==> config.mk <==
export PLATFORM = sky130hd
export DESIGN_NAME = inst_fetch
export DESIGN_NICKNAME = d
export VERILOG_FILES = /design/src/rtl/inst_fetch.sv
export SDC_FILE = /design/constraint.sdc
export NUM_CORES = 1
export LEC_CHECK = 0
export CORE_MARGIN = 1.5
export CORE_UTILIZATION = 35
export CTS_CLUSTER_SIZE = 28
export DETAILED_ROUTE_END_ITERATION = 6
export HOLD_SLACK_MARGIN = 0.08
export PLACE_DENSITY = 0.56
export SETUP_SLACK_MARGIN = 0.5
export SYNTH_ARGS = -nofsm -noshare
export SYNTH_HDL_FRONTEND = slang
export SYNTH_HIERARCHICAL = 1
export SYNTH_SLANG_ARGS = --single-unit
==> constraint.sdc <==
create_clock -name clk -period 3 [get_ports clk]
set_input_delay 0.3 -clock clk [delete_from_list [all_inputs] [get_ports clk]]
set_output_delay 0.3 -clock clk [all_outputs]
set_load 0.005 [all_outputs]
==> src/rtl/inst_fetch.sv <==
// Instruction fetch initiator: owns the PC, drives the combinational instruction ROM,
// and buffers fetched {pc, inst} pairs in order toward decode over valid/ready.

module inst_fetch_entry (
  input  logic        clk,
  input  logic        rst,
  input  logic        we_i,
  input  logic [31:0] pc_i,
  input  logic [31:0] inst_i,
  output logic [31:0] pc_o,
  output logic [31:0] inst_o
);
  logic [31:0] pc_q, inst_q;

  always_ff @(posedge clk or negedge rst) begin
    if (!rst) begin
      pc_q   <= '0;
      inst_q <= '0;
    end else if (we_i) begin
      pc_q   <= pc_i;
      inst_q <= inst_i;
    end
  end

  assign pc_o   = pc_q;
  assign inst_o = inst_q;
endmodule

module inst_fetch #(
  parameter logic [31:0] RESET_PC = 32'h0000_0000,
  parameter int          DEPTH    = 2
) (
  input  logic        clk,
  input  logic        rst,
  output logic        rom_ce_o,
  output logic [31:0] rom_addr_o,
  input  logic [31:0] rom_inst_i,
  input  logic        redirect_i,
  input  logic [31:0] redirect_pc_i,
  output logic        if_valid_o,
  output logic [31:0] if_pc_o,
  output logic [31:0] if_inst_o,
  input  logic        id_ready_i
);
  localparam int PW = $clog2(DEPTH);
  localparam int CW = PW + 1;

  logic          run_q, run_d;
  logic [31:0]   pc_q, pc_d;
  logic [PW-1:0] rd_ptr_q, rd_ptr_d, wr_ptr_q, wr_ptr_d;
  logic [CW-1:0] count_q, count_d;

  logic                   push, pop, space;
  logic [DEPTH-1:0]       ent_we;
  logic [DEPTH-1:0][31:0] ent_pc, ent_inst;
  logic                   unused_lo;

  assign unused_lo = ^redirect_pc_i[1:0];

  // A pop frees a slot in the same cycle, so a full buffer still streams at 1/cycle.
  assign pop        = if_valid_o & id_ready_i;
  assign space      = (count_q < CW'(DEPTH)) | pop;
  assign rom_ce_o   = run_q & space & ~redirect_i;
  assign push       = rom_ce_o;
  assign rom_addr_o = pc_q;

  assign if_valid_o = (count_q != '0) & ~redirect_i;
  assign if_pc_o    = (count_q != '0) ? ent_pc[rd_ptr_q]   : '0;
  assign if_inst_o  = (count_q != '0) ? ent_inst[rd_ptr_q] : '0;

  for (genvar g = 0; g < DEPTH; g++) begin : g_ent
    assign ent_we[g] = push & (wr_ptr_q == PW'(g));
    inst_fetch_entry u_ent (
      .clk    (clk),
      .rst    (rst),
      .we_i   (ent_we[g]),
      .pc_i   (pc_q),
      .inst_i (rom_inst_i),
      .pc_o   (ent_pc[g]),
      .inst_o (ent_inst[g])
    );
  end

  always_comb begin
    run_d    = 1'b1;
    pc_d     = pc_q;
    rd_ptr_d = rd_ptr_q;
    wr_ptr_d = wr_ptr_q;
    count_d  = count_q;
    if (redirect_i) begin
      // Redirect also lands while stopped; push/pop are already gated off by it.
      pc_d     = {redirect_pc_i[31:2], 2'b00};
      rd_ptr_d = '0;
      wr_ptr_d = '0;
      count_d  = '0;
    end else begin
      if (push) begin
        pc_d     = pc_q + 32'd4;
        wr_ptr_d = wr_ptr_q + 1'b1;
      end
      if (pop) rd_ptr_d = rd_ptr_q + 1'b1;
      count_d = count_q + CW'(push) - CW'(pop);
    end
  end

  always_ff @(posedge clk or negedge rst) begin
    if (!rst) begin
      run_q    <= 1'b0;
      pc_q     <= RESET_PC;
      rd_ptr_q <= '0;
      wr_ptr_q <= '0;
      count_q  <= '0;
    end else begin
      run_q    <= run_d;
      pc_q     <= pc_d;
      rd_ptr_q <= rd_ptr_d;
      wr_ptr_q <= wr_ptr_d;
      count_q  <= count_d;
    end
  end
endmodule

==> flow_metrics.py, run 1 <==
metrics = {
    "timing": {
        "worst_pin_slew_ns": 1.13,
        "setup_tns_ns": 0,
        "setup_slack_ns": 0.629,
        "post-route-min-period_ns": 2.37,
        "fin_skew_ns": 0.00829,
        "finalSetupViolCount": 0,
        "slew_viol_final": 0,
        "finalCritPeriodShare": 0.790,
        "finalHoldViolations": 0,
        "max_clock_freq_mhz": 422,
        "slew_headroom": 0.245,
        "rsz0062_at_grt": "false",
        "hold_slack_ns": 0.443,
    },
    "worst_hold_path": {
        "hold_path_depth": 3,
        "min_path_type": "in2reg",
        "hp-start": "redirect_pc_i[15]",
        "min_to": "rom_addr_o[15]",
    },
    "global_route": {
        "grt_use_total": 0.177,
        "grt_max_degree": 85,
        "grt_first_pass_wirelength_um": 34100,
        "grt_pass1_vias": 6165,
        "grt_remaining_overflow": 0,
        "antenna_found_initial": 1,
    },
    "route": {
        "dr.pass1.iters": 4,
        "via_count": 5787,
        "wl_um": 21300,
        "drtIter0Drc": 259,
        "viasPerCell": 5.02,
        "ant_nets": 0,
        "drc": 0,
        "routedWlPerCell_um": 18.5,
    },
    "worst_setup_path": {
        "r2r_slack_ns": 0.69,
        "crit_family": "buffers and inverters",
        "cp_slowest_cell": "dfrtp_4",
        "crit_path_max_incr_delay_ns": 0.57,
        "path_cells": "buf_4 -> mux2i_1 -> nor2_1 -> clkdlybuf4s50_1",
        "cp.arrival_ns": 2.07,
        "r2r_start": "rom_addr_o[6]",
        "critPathBufInv": 2,
        "critPathLaunchType": "register",
        "cp.required_ns": 2.70,
        "r2r_cells": 4,
        "end_kind": "output pin",
        "crit_path_max_fanout": 11,
        "crit_type": "reg2out",
        "r2r_end": "rom_addr_o[21]",
    },
    "logic_synthesis": {
        "netlist_area_um2": 8430,
        "synthDistinctLibCells": 50,
        "ys.flop_type": "dfrtp_1",
        "synth_cells": 653,
        "async_flop_share": 1.00,
        "avgSynthCellArea_um2": 12.9,
        "yosysWarnings": 6,
        "synth-edff-count": 0,
        "synth-seq-cells": 163,
        "synth-seq-area-share": 0.484,
    },
    "finish": {
        "diodes": 0,
        "layout_common_cells": "161 x dfrtp_1, 160 x clkdlybuf4s50_1, 120 x mux2_4, 86 x nor2_1, 66 x mux2i_1",
        "finish.instance_area_um2": 11000,
        "regArea_um2": 4080,
        "syn2layout_area_growth_pct": 30.2,
        "multi_input_area_um2": 3950,
        "final_common_cell": "dfrtp_1",
        "final_nets": 891,
        "fill_cells": 2165,
        "drive_gt1_frac": 0.236,
    },
    "placement": {
        "detailed_place.area_um2": 10300,
        "dp_hpwl_um": 14200,
        "routabilityCongestion": 0.839,
        "preCtsSetupSlack_ns": 0.505,
        "port_buffers": 161,
    },
    "clock_tree": {
        "cts.path.max_buffers": 2,
        "clk_pin_slew_ns": 0.07,
        "cts_sinks": 163,
        "tritoncts": "yes",
        "htree_levels": 4,
        "cts_made_buffers": 17,
        "clock_latency_ns": 0.42,
        "cts-root-buf": "clkbuf_16",
    },
    "pwr": {
        "p_leak_uw": 0.00451,
        "powerDensity_nw_per_um2": 799,
        "ir_drop_mv": 0.403,
    },
    "status": {
        "outcome": "completed",
    },
    "die": {
        "rows": 56,
        "fp.dieW_um": 158,
        "start_util": 0.358,
        "core_area_um2": 23500,
        "die_y_um": 158,
        "die_area_um2": 25000,
        "design.portCount": 166,
    },
    "job": {
        "cap_violations": 0,
    },
}
what timing repair did:
action,4_1_cts,5_1_grt
hold buffers,1,0
pin swaps,1,0
hold endpoints to repair,82,0
resized for setup,1,2
setup buffers,4,0
setup endpoints to repair,65,1
power breakdown:
group          total (µW)  switching [µW]  leakage, µW  internal, µW
Clock                2240             915     0.000286          1320
Sequential           3530             541      0.00192          2990
Combinational        2990            1040      0.00231          1960
Total                8770            2490      0.00451          6270
worst min-delay path, cell delays in order:
cell and delay [ns]:
clkdlybuf4s50_1 0.39, nand2_1 0.07, nand3_1 0.06
flip-flops by register name, summed over array words and instances, names as in the netlist:
signal              flops
count_q                 2
g_ent.u_ent/inst_o     64
g_ent.u_ent/pc_o       64
rd_ptr_q                1
rom_addr_o             30
run_q                   1
wr_ptr_q                1
metal layers:
metal / share of wire / vias to the layer above / GRT usage
li1: - / 2654 / -
met1: 0.46 / 2934 / 0.235
met2: 0.47 / 174 / 0.287
met3: 0.057 / 23 / 0.0465
met4: 0.013 / 2 / 0.0427
met5: 0.00061 / - / 0
cell usage after synthesis, types with 5 or more instances:
| master | number | area [µm²] |
|---|---|---|
| dfrtp_1 | 163 | 4080 |
| mux2_4 | 120 | 1800 |
| nor2_1 | 87 | 327 |
| mux2i_1 | 66 | 661 |
| nand2_1 | 20 | 75.1 |
| a31oi_1 | 16 | 100 |
| clkbuf_1 | 16 | 60.1 |
| o21ai_0 | 16 | 80.1 |
| buf_12 | 12 | 240 |
| inv_1 | 12 | 45.0 |
| buf_1 | 9 | 33.8 |
| nand4_1 | 9 | 56.3 |
| mux2_2 | 8 | 90.1 |
| nand3_1 | 8 | 40.0 |
| xnor2_1 | 8 | 70.1 |
| and3_1 | 6 | 37.5 |
| o31ai_1 | 6 | 45.0 |
| or4_1 | 6 | 45.0 |
| xor2_1 | 5 | 43.8 |
worst max path at each step:
stage,startpoint,endpoint,slack [ns],depth (start not counted)
2_1_floorplan,rom_addr_o[2],rom_addr_o[26],0.92,5
3_3_place_gp,id_ready_i,g_ent[0].u_ent/pc_o[29],0.55,6
3_5_place_dp,redirect_i,rom_addr_o[25],0.50,7
4_1_cts,rd_ptr_q,if_pc_o[27],0.61,4
5_1_grt,rom_addr_o[3],rom_addr_o[30],0.51,6
6_report,rd_ptr_q,if_pc_o[27],0.63,4
metrics by stage:
step                      std cells  utilization  power [µW]
final                          1152        0.466        8770
after detailed placement       1115        0.438        6550
after global routing           1152        0.466        9300
after global placement         1115        0.438        6450
after floorplan                 658            -        5350
after CTS                      1152        0.466        8890
kinds of logic (layout without fill, tap and decap cells):
group                      after synthesis  count (layout)  share of synthesized area
and+or+nand+nor                        159             159                     0.0903
DFF                                    163             163                      0.484
buffers and inverters                   56             231                     0.0518
other                                    2               7                   0.000891
muxes                                  194             194                      0.303
adders and majority gates                3               3                    0.00445
xor gates and xnor gates                13              13                     0.0135
AOI/OAI and AO/OA                       63              63                     0.0521
area by class of cell:
type | instances | area share
Timing Repair Buffer | 186 | 0.172
Clock buffer | 22 | 0.0441
Tap cell | 319 | 0.0364
Multi-Input combinational cell | 439 | 0.360
Sequential cell | 163 | 0.372
Clock inverter | 10 | 0.0111
Inverter | 13 | 0.00445
No activity file was read; power rests on OpenSTA's default activity.
==> run 2: changes to the inputs <==
Settings changed: PLACE_DENSITY 0.56 to 0.58.
Clock period 3 ns to 1.9 ns, I/O delays scaled along.
==> flow_metrics.py, run 2 (same netlist as run 1, synthesis figures left out) <==
metrics = {
    "clock_tree": {
        "cts_sinks": 163,
        "clock_latency_ns": 0.43,
        "cts.path.max_buffers": 2,
        "htree_levels": 4,
        "cts_made_buffers": 17,
        "cts-root-buf": "clkbuf_16",
        "tritoncts": "yes",
        "clk_pin_slew_ns": 0.07,
    },
    "route": {
        "ant_nets": 0,
        "drtIter0Drc": 353,
        "via_count": 6547,
        "dr.pass1.iters": 4,
        "routedWlPerCell_um": 19.4,
        "drc": 0,
        "wl_um": 26100,
        "viasPerCell": 4.88,
    },
    "pwr": {
        "p_sw_uw": 4910,
        "power.internal_uw": 11200,
        "p_sw_frac": 0.305,
        "clkPwrFrac": 0.223,
        "power.share.sequential": 0.349,
        "p_leak_uw": 0.00624,
        "ir_drop_mv": 0.560,
        "pwr-share-comb": 0.428,
        "powerDensity_nw_per_um2": 1170,
    },
    "global_route": {
        "antenna_found_initial": 0,
        "grt_remaining_overflow": 0,
        "grt_pass1_vias": 6509,
        "grt_first_pass_wirelength_um": 37600,
        "grt_use_total": 0.199,
        "grt_max_degree": 45,
    },
    "die": {
        "rows": 56,
        "core_area_um2": 23500,
        "die_y_um": 158,
        "start_util": 0.358,
        "fp.dieW_um": 158,
        "die_area_um2": 25000,
        "design.portCount": 166,
    },
    "finish": {
        "final_nets": 1080,
        "diodes": 0,
        "finish.instance_area_um2": 13800,
        "drive_gt1_frac": 0.528,
        "final_common_cell": "dfrtp_1",
        "syn2layout_area_growth_pct": 64.1,
        "layout_common_cells": "151 x dfrtp_1, 128 x mux2_4, 84 x buf_6, 73 x buf_4, 65 x nor2_1",
    },
    "worst_setup_path": {
        "crit_path_max_fanout": 7,
        "critPathLaunchType": "register",
        "crit_type": "reg2reg",
        "r2r_slack_ns": -0.18,
        "cp.arrival_ns": 2.38,
        "end_kind": "register",
        "cp.required_ns": 2.20,
    },
    "job": {
        "cap_violations": 0,
    },
    "timing": {
        "finalCritPeriodShare": 1.09,
        "rsz0062_at_grt": "true",
        "slew_viol_final": 0,
        "setup_slack_ns": -0.178,
        "finalSetupViolCount": 197,
        "finalHoldViolations": 0,
        "post-route-min-period_ns": 2.08,
        "max_clock_freq_mhz": 481,
        "hold_slack_ns": 0.238,
        "fin_skew_ns": 0.0116,
    },
    "placement": {
        "dp_hpwl_um": 14800,
        "preCtsSetupSlack_ns": -0.315,
        "detailed_place.area_um2": 11000,
        "port_buffers": 161,
        "routabilityCongestion": 0.778,
    },
    "worst_hold_path": {
        "min_path_type": "in2async",
    },
    "status": {
        "outcome": "finished, violations left",
        "violations": "setup timing",
    },
}
## run 2: cell count changes in the layout (fill, tap and decap cells not counted), moves of 16 or more
| cell | previous run | this run |
|---|---|---|
| nor2_1 | 86 | 65 |
| dlymetal6s2s_1 | 0 | 20 |
| buf_2 | 0 | 54 |
| buf_6 | 1 | 84 |
| clkdlybuf4s50_1 | 160 | 64 |
| buf_16 | 0 | 16 |
| buf_4 | 17 | 73 |
| buf_12 | 6 | 30 |
## run 2: final timing paths
kind / depth (start not counted) / startpoint / to
hold / removal: 2 / rst / g_ent[1].u_ent/inst_o[12]
hold reg to reg: 1 / g_ent[1].u_ent/pc_o[19] / g_ent[1].u_ent/pc_o[19]
setup reg to reg: 9 / count_q[1] / g_ent[1].u_ent/inst_o[22]
setup / recovery: 9 / count_q[1] / g_ent[1].u_ent/inst_o[22]
max in group asynchronous: 3 / rst / rom_addr_o[28]
min in group clk: 3 / redirect_pc_i[3] / rom_addr_o[3]
## run 2: cell type report
cell class              instances  area (µm²)
well taps                     319         399
fillers                      1921        9710
flip-flops and latches        163        4100
inverters                      13        52.6
clock buffers                  18         439
multi-input cells             440        4550
repair buffers                374        4130
clock inverters                14         163
## run 2: power by group through the flow
stage / Sequential, µW / Clock, µW / Combinational (µW)
after floorplan: 5340 / 0 / 3230
after global placement: 5560 / 0 / 5030
after detailed placement: 5570 / 0 / 5090
after CTS: 5510 / 3660 / 5530
after global routing: 5770 / 3810 / 7320
final: 5620 / 3590 / 6900
## run 2: critical path: stages (launching register included)
cell,delay (ns)
dfrtp_4,0.49
buf_6,0.12
buf_6,0.11
buf_12,0.13
a21boi_4,0.14
and3_4,0.28
buf_6,0.15
buf_12,0.11
buf_16,0.13
mux2_4,0.29
## run 2: per-stage QoR
stage | setup TNS, ns | std cells | total power (µW) | util
after floorplan | -0.450 | 658 | 8580 | -
after global placement | -26.14 | 1175 | 10600 | 0.467
after detailed placement | -26.60 | 1175 | 10700 | 0.467
after CTS | -16.03 | 1264 | 14700 | 0.528
after global routing | -22.54 | 1341 | 16900 | 0.587
final | -13.97 | 1341 | 16100 | 0.587
## run 2: repair_timing
action                                  4_1_cts  5_1_grt
cloned                                       13        8
hold buffers                                  1        0
buffers inserted                             43       69
pin swaps                                    20       64
endpoints found under the setup margin      251      258
resized for setup                           256      277
endpoints found under the hold margin       158        0
## run 2: per-layer routing
layer | GRT usage | vias up | part of all wire
met3 | 0.0328 | 23 | 0.047
met5 | 0 | - | 0
met1 | 0.296 | 3292 | 0.48
met2 | 0.303 | 183 | 0.46
met4 | 0.0436 | 0 | 0.0096
li1 | - | 3049 | -
